===== src/rtl/monitor_cmd_ctrl_if.sv =====
// Word-level ports of the debug monitor command engine: UART RX/TX word handshakes and the req/gnt/rvalid memory bus.
interface monitor_cmd_ctrl_if;
    logic        rx_valid_i;
    logic        rx_ready_o;
    logic [31:0] rx_data_i;
    logic        tx_valid_o;
    logic        tx_ready_i;
    logic [31:0] tx_data_o;
    logic        mem_req_o;
    logic        mem_we_o;
    logic [31:0] mem_addr_o;
    logic [31:0] mem_wdata_o;
    logic        mem_gnt_i;
    logic        mem_rvalid_i;
    logic [31:0] mem_rdata_i;

    // Command engine side
    modport slave (
        input  rx_valid_i, rx_data_i, tx_ready_i, mem_gnt_i, mem_rvalid_i, mem_rdata_i,
        output rx_ready_o, tx_valid_o, tx_data_o, mem_req_o, mem_we_o, mem_addr_o, mem_wdata_o
    );

    // UART / memory side
    modport master (
        output rx_valid_i, rx_data_i, tx_ready_i, mem_gnt_i, mem_rvalid_i, mem_rdata_i,
        input  rx_ready_o, tx_valid_o, tx_data_o, mem_req_o, mem_we_o, mem_addr_o, mem_wdata_o
    );
endinterface


===== src/rtl/monitor_cmd_ctrl.sv =====
// Debug monitor command engine: decodes UART command words, runs one memory read/write
// with bus timeouts, and returns exactly one response word per command.
module monitor_cmd_ctrl #(
    parameter int unsigned BUS_TIMEOUT = 1024,
    parameter logic [31:0] PING_WORD   = 32'h4D4F4E31
) (
    input  logic              clk_i,
    input  logic              rst_n,
    monitor_cmd_ctrl_if.slave bus
);
    localparam int unsigned DATA_W = 32;
    localparam int unsigned CNT_W  = 16;
    localparam logic [CNT_W-1:0] CNT_LAST = CNT_W'(BUS_TIMEOUT - 1);

    localparam logic [7:0] OP_WRITE = 8'h01;
    localparam logic [7:0] OP_READ  = 8'h02;
    localparam logic [7:0] OP_PING  = 8'h03;

    localparam logic [DATA_W-1:0] RSP_WR_OK  = 32'h000000A5;
    localparam logic [DATA_W-1:0] RSP_GNT_TO = 32'hFFFFFFE0;
    localparam logic [DATA_W-1:0] RSP_RV_TO  = 32'hFFFFFFE1;
    localparam logic [DATA_W-1:0] RSP_BAD_OP = 32'hFFFFFFEE;

    typedef enum logic [2:0] {
        S_IDLE,
        S_GET_ADDR,
        S_GET_DATA,
        S_BUS_REQ,
        S_BUS_WAIT,
        S_SEND
    } state_e;

    state_e              state_q, state_d;
    logic [CNT_W-1:0]    cnt_q, cnt_d;
    logic                we_q, we_d;
    logic [DATA_W-1:0]   addr_q, addr_d;
    logic [DATA_W-1:0]   wdata_q, wdata_d;
    logic [DATA_W-1:0]   tx_data_q, tx_data_d;
    logic                rx_ready_q, rx_ready_d;
    logic                tx_valid_q, tx_valid_d;
    logic                req_q, req_d;
    logic                rx_hs;
    logic                tx_hs;
    logic                cnt_done;

    assign rx_hs    = bus.rx_valid_i & rx_ready_q;
    assign tx_hs    = tx_valid_q & bus.tx_ready_i;
    assign cnt_done = (cnt_q == CNT_LAST);

    // State and registered outputs
    always_ff @(posedge clk_i) begin
        if (!rst_n) begin
            state_q    <= S_IDLE;
            cnt_q      <= '0;
            we_q       <= 1'b0;
            addr_q     <= '0;
            wdata_q    <= '0;
            tx_data_q  <= '0;
            rx_ready_q <= 1'b0;
            tx_valid_q <= 1'b0;
            req_q      <= 1'b0;
        end else begin
            state_q    <= state_d;
            cnt_q      <= cnt_d;
            we_q       <= we_d;
            addr_q     <= addr_d;
            wdata_q    <= wdata_d;
            tx_data_q  <= tx_data_d;
            rx_ready_q <= rx_ready_d;
            tx_valid_q <= tx_valid_d;
            req_q      <= req_d;
        end
    end

    // Next state; tx_data is only written on transitions into S_SEND
    always_comb begin
        state_d   = state_q;
        cnt_d     = cnt_q;
        we_d      = we_q;
        addr_d    = addr_q;
        wdata_d   = wdata_q;
        tx_data_d = tx_data_q;

        case (state_q)
            S_IDLE: begin
                if (rx_hs) begin
                    case (bus.rx_data_i[7:0])
                        OP_WRITE: begin
                            we_d    = 1'b1;
                            state_d = S_GET_ADDR;
                        end
                        OP_READ: begin
                            we_d    = 1'b0;
                            state_d = S_GET_ADDR;
                        end
                        OP_PING: begin
                            tx_data_d = PING_WORD;
                            state_d   = S_SEND;
                        end
                        default: begin
                            tx_data_d = RSP_BAD_OP;
                            state_d   = S_SEND;
                        end
                    endcase
                end
            end

            S_GET_ADDR: begin
                if (rx_hs) begin
                    addr_d  = {bus.rx_data_i[DATA_W-1:2], 2'b00};
                    cnt_d   = '0;
                    state_d = we_q ? S_GET_DATA : S_BUS_REQ;
                end
            end

            S_GET_DATA: begin
                if (rx_hs) begin
                    wdata_d = bus.rx_data_i;
                    cnt_d   = '0;
                    state_d = S_BUS_REQ;
                end
            end

            // Grant beats a timeout landing in the same cycle
            S_BUS_REQ: begin
                if (bus.mem_gnt_i) begin
                    cnt_d = '0;
                    if (we_q) begin
                        tx_data_d = RSP_WR_OK;
                        state_d   = S_SEND;
                    end else begin
                        state_d = S_BUS_WAIT;
                    end
                end else if (cnt_done) begin
                    cnt_d     = '0;
                    tx_data_d = RSP_GNT_TO;
                    state_d   = S_SEND;
                end else begin
                    cnt_d = cnt_q + CNT_W'(1);
                end
            end

            // Read data beats a timeout landing in the same cycle
            S_BUS_WAIT: begin
                if (bus.mem_rvalid_i) begin
                    cnt_d     = '0;
                    tx_data_d = bus.mem_rdata_i;
                    state_d   = S_SEND;
                end else if (cnt_done) begin
                    cnt_d     = '0;
                    tx_data_d = RSP_RV_TO;
                    state_d   = S_SEND;
                end else begin
                    cnt_d = cnt_q + CNT_W'(1);
                end
            end

            S_SEND: begin
                if (tx_hs) begin
                    state_d = S_IDLE;
                end
            end

            default: begin
                state_d = S_IDLE;
            end
        endcase
    end

    // Output flops follow the state being entered so they line up with it
    always_comb begin
        rx_ready_d = 1'b0;
        tx_valid_d = 1'b0;
        req_d      = 1'b0;
        case (state_d)
            S_IDLE, S_GET_ADDR, S_GET_DATA: rx_ready_d = 1'b1;
            S_BUS_REQ:                      req_d      = 1'b1;
            S_SEND:                         tx_valid_d = 1'b1;
            default: begin
                rx_ready_d = 1'b0;
            end
        endcase
    end

    assign bus.rx_ready_o  = rx_ready_q;
    assign bus.tx_valid_o  = tx_valid_q;
    assign bus.tx_data_o   = tx_data_q;
    assign bus.mem_req_o   = req_q;
    assign bus.mem_we_o    = we_q;
    assign bus.mem_addr_o  = addr_q;
    assign bus.mem_wdata_o = wdata_q;

endmodule


===== src/flat_wrapper.sv =====
// flat-port wrapper written by rule: the top's interface ports become plain ports
module monitor_cmd_ctrl_flat 
#(
    parameter int unsigned BUS_TIMEOUT = 1024,
    parameter logic [31:0] PING_WORD   = 32'h4D4F4E31
)
  (clk_i, rst_n, bus_rx_valid_i, bus_rx_data_i, bus_tx_ready_i, bus_mem_gnt_i, bus_mem_rvalid_i, bus_mem_rdata_i, bus_rx_ready_o, bus_tx_valid_o, bus_tx_data_o, bus_mem_req_o, bus_mem_we_o, bus_mem_addr_o, bus_mem_wdata_o);
  monitor_cmd_ctrl_if bus_i ();
  input  logic clk_i;
  input  logic rst_n;
  input wire logic [$bits(bus_i.rx_valid_i)-1:0] bus_rx_valid_i;
  input wire logic [$bits(bus_i.rx_data_i)-1:0] bus_rx_data_i;
  input wire logic [$bits(bus_i.tx_ready_i)-1:0] bus_tx_ready_i;
  input wire logic [$bits(bus_i.mem_gnt_i)-1:0] bus_mem_gnt_i;
  input wire logic [$bits(bus_i.mem_rvalid_i)-1:0] bus_mem_rvalid_i;
  input wire logic [$bits(bus_i.mem_rdata_i)-1:0] bus_mem_rdata_i;
  output wire logic [$bits(bus_i.rx_ready_o)-1:0] bus_rx_ready_o;
  output wire logic [$bits(bus_i.tx_valid_o)-1:0] bus_tx_valid_o;
  output wire logic [$bits(bus_i.tx_data_o)-1:0] bus_tx_data_o;
  output wire logic [$bits(bus_i.mem_req_o)-1:0] bus_mem_req_o;
  output wire logic [$bits(bus_i.mem_we_o)-1:0] bus_mem_we_o;
  output wire logic [$bits(bus_i.mem_addr_o)-1:0] bus_mem_addr_o;
  output wire logic [$bits(bus_i.mem_wdata_o)-1:0] bus_mem_wdata_o;
  assign bus_i.rx_valid_i = bus_rx_valid_i;
  assign bus_i.rx_data_i = bus_rx_data_i;
  assign bus_i.tx_ready_i = bus_tx_ready_i;
  assign bus_i.mem_gnt_i = bus_mem_gnt_i;
  assign bus_i.mem_rvalid_i = bus_mem_rvalid_i;
  assign bus_i.mem_rdata_i = bus_mem_rdata_i;
  assign bus_rx_ready_o = bus_i.rx_ready_o;
  assign bus_tx_valid_o = bus_i.tx_valid_o;
  assign bus_tx_data_o = bus_i.tx_data_o;
  assign bus_mem_req_o = bus_i.mem_req_o;
  assign bus_mem_we_o = bus_i.mem_we_o;
  assign bus_mem_addr_o = bus_i.mem_addr_o;
  assign bus_mem_wdata_o = bus_i.mem_wdata_o;
  monitor_cmd_ctrl #(.BUS_TIMEOUT(BUS_TIMEOUT), .PING_WORD(PING_WORD)) u_core (.clk_i(clk_i), .rst_n(rst_n), .bus(bus_i));
endmodule

===== config.mk =====
export PLATFORM = sky130hd
export DESIGN_NAME = monitor_cmd_ctrl_flat
export DESIGN_NICKNAME = d
export VERILOG_FILES = /design/src/rtl/monitor_cmd_ctrl_if.sv /design/src/rtl/monitor_cmd_ctrl.sv /design/src/flat_wrapper.sv
export SDC_FILE = /design/constraint.sdc
export NUM_CORES = 1
export LEC_CHECK = 0
export ABC_CLOCK_PERIOD_IN_PS = 2900
export CORE_MARGIN = 3
export CORE_UTILIZATION = 45
export CTS_BUF_LIST = sky130_fd_sc_hd__clkbuf_8
export DETAILED_ROUTE_END_ITERATION = 7
export HOLD_SLACK_MARGIN = 0.02
export PLACE_DENSITY = 0.8
export SLEW_MARGIN = 0
export SYNTH_ARGS = -nofsm -noshare
export SYNTH_HDL_FRONTEND = slang
export SYNTH_SLANG_ARGS = --single-unit

===== constraint.sdc =====
create_clock -name clk_i -period 2.9 [get_ports clk_i]
set_input_delay 0.725 -clock clk_i [delete_from_list [all_inputs] [get_ports clk_i]]
set_output_delay 0.725 -clock clk_i [all_outputs]
set_load 0.02 [all_outputs]

==> results of run 1 <==
metrics by stage:
step	hold slack, ns	setup slack, ns
6_report	0.454	0.308
5_1_grt	0.478	0.105
4_1_cts	0.456	0.278
3_5_place_dp	0.445	-0.130
3_3_place_gp	0.441	-0.0392
2_1_floorplan	0.453	0.586
logic make-up after synthesis:
family	synth area share
xor gates and xnor gates	0.00178
and+or+nand+nor	0.223
DFF	0.477
other	0.000764
AOI/OAI and AO/OA	0.247
buffers and inverters	0.0471
adders and majority gates	0.00255
tightest hold or removal path, delay by kind of cell, from the launching register on:
family | cells | cell delay [ns]
and+or+nand+nor | 1 | 0.05
DFF | 1 | 0.31
AOI/OAI and AO/OA | 1 | 0.05
cells in the mapped netlist, types with 11 or more instances:
| library cell | number |
|---|---|
| a21o_1 | 14 |
| a21oi_1 | 90 |
| a31oi_1 | 11 |
| clkbuf_1 | 33 |
| dfxtp_1 | 117 |
| inv_1 | 11 |
| nand2_1 | 147 |
| nand3_1 | 18 |
| nor2_1 | 13 |
| nor3_1 | 12 |
| o211a_1 | 14 |
| o21a_1 | 15 |
| o21ai_0 | 24 |
worst paths after layout:
| check | from | endpoint | cells after the start |
|---|---|---|---|
| max reg2reg | u_core.cnt_q[0] | u_core.bus.tx_data_o[14] | 7 |
| max | u_core.cnt_q[0] | u_core.bus.tx_data_o[14] | 7 |
| min reg2reg | u_core.bus.mem_addr_o[20] | u_core.bus.mem_addr_o[20] | 2 |
| min | u_core.bus.mem_addr_o[20] | u_core.bus.mem_addr_o[20] | 2 |
routing by layer:
layer  vias to the layer above  GRT usage  share of wire
met4                         0     0.0854          0.022
met5                         -          0              0
met3                        31     0.0767          0.079
met2                       209      0.399           0.48
met1                      2469      0.290           0.42
li1                       2472          -              -
state kept, by name, summed over array words and instances, names as in the netlist:
signal and count:
u_core.bus.mem_addr_o 30, u_core.bus.mem_req_o 1, u_core.bus.mem_wdata_o 32, u_core.bus.mem_we_o 1
u_core.bus.rx_ready_o 1, u_core.bus.tx_data_o 32, u_core.bus.tx_valid_o 1, u_core.cnt_q 16
u_core.state_q 3
cell type report:
| class | count | area, µm² | area share |
|---|---|---|---|
| Tap cell | 136 | 170 | 0.0237 |
| Clock inverter | 15 | 171 | 0.0238 |
| Sequential cell | 117 | 2340 | 0.326 |
| Inverter | 11 | 41.3 | 0.00574 |
| Timing Repair Buffer | 195 | 1880 | 0.262 |
| Multi-Input combinational cell | 430 | 2350 | 0.327 |
| Clock buffer | 17 | 234 | 0.0325 |
power by group:
part	internal, mW	switching (mW)
clock network	0.786	0.736
logic	0.401	0.421
registers	1.71	0.0772
total	2.90	1.23
==> out/results.ini, run 1 <==
[logic_synthesis]
syn_area_per_cell_um2=8.18
netlist_instances=600
synth-edff-count=0
synth_ff_type=dfxtp_1
ys_seq_area_frac=0.477
synth_top_area_cell=dfxtp_1
synth-async-reset-ratio=0
netlist_area_mm2=0.00491
yosys_warnings=0
yosys.area.top_type_share=0.477
ys_types=55
ys_ff_latch=117
yosys-top-cells-area=dfxtp_1, nand2_1, a21oi_1

[sta]
skew_ns=0.0191
worst_pin_slew_ns=0.866
finalHoldViolCount=0
slew_headroom=0.423
drv_slew=0
fin_crit_ns=2.59
final.setup.tns_ns=0
max_freq_mhz=386
setup_viol=0
fin_crit_sh=0.894
rsz0062_at_grt=no

[drt]
routed_via_density=5.63
dr.pass1.iters=6
ant_nets=0
dr.first_iter.drc_count=394
routed-via-count=5181
post_drt_wl_per_cell_um=16.3
routed_wl_um=15000
drc=0

[global_route]
grt_pass1_wl_um=24400
grt_usage=0.239
grt_pass1_vias=5042
antenna_found_initial=0
overflow=0
grt_max_degree=53

[critical_path]
worstPathCellList=ha_1, nand4_1, nor4_4, o211ai_2, a21oi_2, buf_4, o21a_1
slowest_delay_ns=0.66
cp_max_fo=19
path_class=reg2reg
crit_arrival_ns=2.96
critPathTopFamily=compound AO/OA/AOI/OAI gates
cp_slowest_cell=a21oi_2
crit_buf_inv=1
crit_path_start_kind=flip-flop
endpoint_kind=flip-flop
r2r_slack_ns=0.31
worstPathRequired_ns=3.26

[place]
portBuffers=167
detailed_place.area_mm2=0.00679
place_congestion=0.834
post-place-cells=889
hpwlAfterDp_um=10800

[clocking]
cts-buffers-inserted=17
cts_max_level=4
clock_path_buffers=2
cts_tree=built
ctsResizeCount=0
path_clk_slew_ns=0.08
clock-sinks=117
cts_root_buf=clkbuf_8
clkLatencyLatePin_ns=0.43
cts_hold_buf=0
cts_setup_buffers=0

[power_and_ir_drop]
powerDensity_mw_per_mm2=575
power_mw=4.13
irDropWorstVdd_mv=0.381
p_leak_nw=2.60

[run]
cap_violations=0

[cells_and_area]
utilization=0.687
design_area_mm2=0.00719
drive_above_1_share=0.0968
area_growth_pct=46.5
fillers=844
most-common-layout-cells=clkdlybuf4s50_1, nand2_1, dfxtp_1, a21oi_1, buf_4
final_cells=921
num_antenna_cells=0
final_nets=843
layout_commonest_cell=clkdlybuf4s50_1

[floorplan]
core_mm2=0.0105
start_util=0.469
fp.dieArea_mm2=0.0122
ios=170
fp.dieW_um=110
rows=37
die_h_um=110

[hold_path]
hold_class=reg2reg

[status]
status=complete, no violations

Power figures use the tool's default switching activity.
==> run 2: changes to the inputs <==
--- a/config.mk
+++ b/config.mk
@@ -6,7 +6,7 @@
 export NUM_CORES = 1
 export LEC_CHECK = 0
 export ABC_CLOCK_PERIOD_IN_PS = 2900
-export CORE_MARGIN = 3
+export CORE_MARGIN = 2
 export CORE_UTILIZATION = 45
 export CTS_BUF_LIST = sky130_fd_sc_hd__clkbuf_8
 export DETAILED_ROUTE_END_ITERATION = 7
==> run 2 against run 1 <==
Sequential share of layout area grew 0.062 points. Total power decreased by 1.8%. Highest routed layer is now met5. Combinational power is 1% higher.
==> out/results.ini, run 2 (synthesis results as in run 1) <==
[status]
status=complete, no violations

[critical_path]
rr_startpoint=u_core.cnt_q[1]
crit_cells=7  ; unchanged
crit_arrival_ns=2.79  ; -0.17 ns
crit_path_start_kind=flip-flop
worstRegToRegCells=7  ; unchanged
endpoint_kind=flip-flop
critPathTopFamily=compound AO/OA/AOI/OAI gates
worstPathRequired_ns=3.19  ; -0.07 ns
slowest_delay_ns=0.63  ; -0.03 ns
worstPathCellList=ha_1, nand4_1, nor4_4, o211ai_2, a21oi_2, buf_12, a311oi_1
crit_buf_inv=1  ; unchanged
cp_slowest_cell=a21oi_2
r2r-end=u_core.bus.tx_data_o[3]
cp_max_fo=17  ; -2
path_class=reg2reg
r2r_slack_ns=0.40  ; +0.09 ns

[sta]
setup_viol=0  ; unchanged
rsz0062_at_grt=no
final.setup.tns_ns=0  ; unchanged
fin_crit_ns=2.50  ; -0.0947 ns
hold_slack_ns=0.457  ; +0.00255 ns
worst_pin_slew_ns=0.893  ; +0.0264 ns
slew_headroom=0.399  ; -0.0231
finalHoldViolCount=0  ; unchanged
skew_ns=0.0123  ; -0.00672 ns
max_freq_mhz=400  ; +3.8%
fin_crit_sh=0.861  ; -0.0326
setup_ws_ns=0.403  ; +0.0947 ns
drv_slew=0  ; unchanged

[cells_and_area]
drive_above_1_share=0.0957  ; -0.00115
layout_commonest_cell=clkdlybuf4s50_1
num_antenna_cells=0  ; unchanged
final_cells=924  ; +0.33%
area_growth_pct=46.2
utilization=0.668  ; -0.0194
most-common-layout-cells=clkdlybuf4s50_1, nand2_1, dfxtp_1, a21oi_1, buf_4
fillers=895  ; +6.0%
design_area_mm2=0.00718  ; -0.19%
final_nets=842  ; -0.12%

[clocking]
cts_root_buf=clkbuf_8
path_clk_slew_ns=0.08  ; about the same
clock-sinks=117  ; unchanged
cts_hold_buf=0  ; unchanged
clkLatencyLatePin_ns=0.42  ; about the same
cts_max_level=4  ; unchanged
ctsResizeCount=0  ; unchanged
cts-buffers-inserted=17  ; unchanged
cts_setup_buffers=0  ; unchanged
cts_tree=built
clock_path_buffers=2  ; unchanged

[drt]
ant_nets=0  ; unchanged
post_drt_wl_per_cell_um=16.3  ; +0.46%
dr.first_iter.drc_count=377  ; -4.3%
routed-via-count=5168  ; -0.25%
routed_via_density=5.59  ; -0.57%
dr.pass1.iters=6  ; unchanged
drc=0  ; unchanged
routed_wl_um=15100  ; +0.79%

[global_route]
grt_usage=0.259  ; +0.0195
grt_max_degree=54  ; +1.9%
grt_pass1_wl_um=24300  ; -0.54%
antenna_found_initial=1  ; +1
overflow=0  ; unchanged
grt_pass1_vias=4994  ; -0.95%

[floorplan]
ios=170  ; unchanged
core_mm2=0.0107  ; +2.7%
fp.dieW_um=108  ; -1.8%
rows=38  ; +2.7%
start_util=0.457  ; -0.0123
die_h_um=108  ; -1.8%
fp.dieArea_mm2=0.0118  ; -3.6%

[run]
cap_violations=0  ; unchanged

[place]
place_congestion=0.848  ; +1.6%
detailed_place.area_mm2=0.00680  ; +0.15%
hpwlAfterDp_um=10700  ; -1.1%
place_ws_ns=0.00121  ; +0.131 ns
post-place-cells=892  ; +0.34%
portBuffers=167  ; unchanged

[hold_path]
min_to=u_core.bus.mem_wdata_o[2]
hold_class=reg2reg
min_from=u_core.bus.mem_wdata_o[2]
hold_depth=2  ; unchanged

[power_and_ir_drop]
powerDensity_mw_per_mm2=565  ; -1.7%
irDropWorstVdd_mv=0.374  ; -1.8%
power_mw=4.06  ; -1.8%
p_leak_nw=2.60  ; -0.25%

## run 2: worst max path at each step
stage / end / slack (ns) / start
after floorplan: u_core.bus.tx_data_o[12] / 0.59 / bus_rx_data_i[2]
after global placement: u_core.bus.tx_data_o[1] / 0.05 / bus_rx_valid_i
after CTS: u_core.bus.tx_data_o[3] / 0.41 / u_core.cnt_q[1]
after global routing: u_core.bus.tx_data_o[1] / 0.26 / u_core.state_q[1]
final: u_core.bus.tx_data_o[3] / 0.40 / u_core.cnt_q[1]
after detailed placement: u_core.bus.tx_data_o[3] / 0.001 / bus_rx_valid_i
## run 2: power by group
group          switching [mW]  internal, mW  leakage [nW]  total [mW]
combinational           0.421         0.408          1.46       0.829
clock                   0.739         0.699         0.191        1.44
sequential             0.0780          1.71         0.950        1.79
total                    1.24          2.82          2.60        4.06
## run 2: metal layers
metal  global-route usage  up-vias  wire (µm)
met3               0.0832       31       1200
met1                0.303     2445       5940
met4               0.0907        2        361
met5                    0        -         12
li1                     -     2465          -
met2                0.444      225       7590
## run 2: cell type report
cell class	instances	area [µm²]	share of cell area
clock buffers	17	234	0.0326
flip-flops and latches	117	2340	0.326
inverters	11	41.3	0.00575
repair buffers	194	1890	0.263
multi-input cells	430	2350	0.327
clock inverters	15	148	0.0206
well taps	140	175	0.0244
## run 2: tightest hold or removal path, cell delays in order (launching register included)
cell,delay [ns]
dfxtp_1,0.31
nand2_1,0.05
a21oi_1,0.05
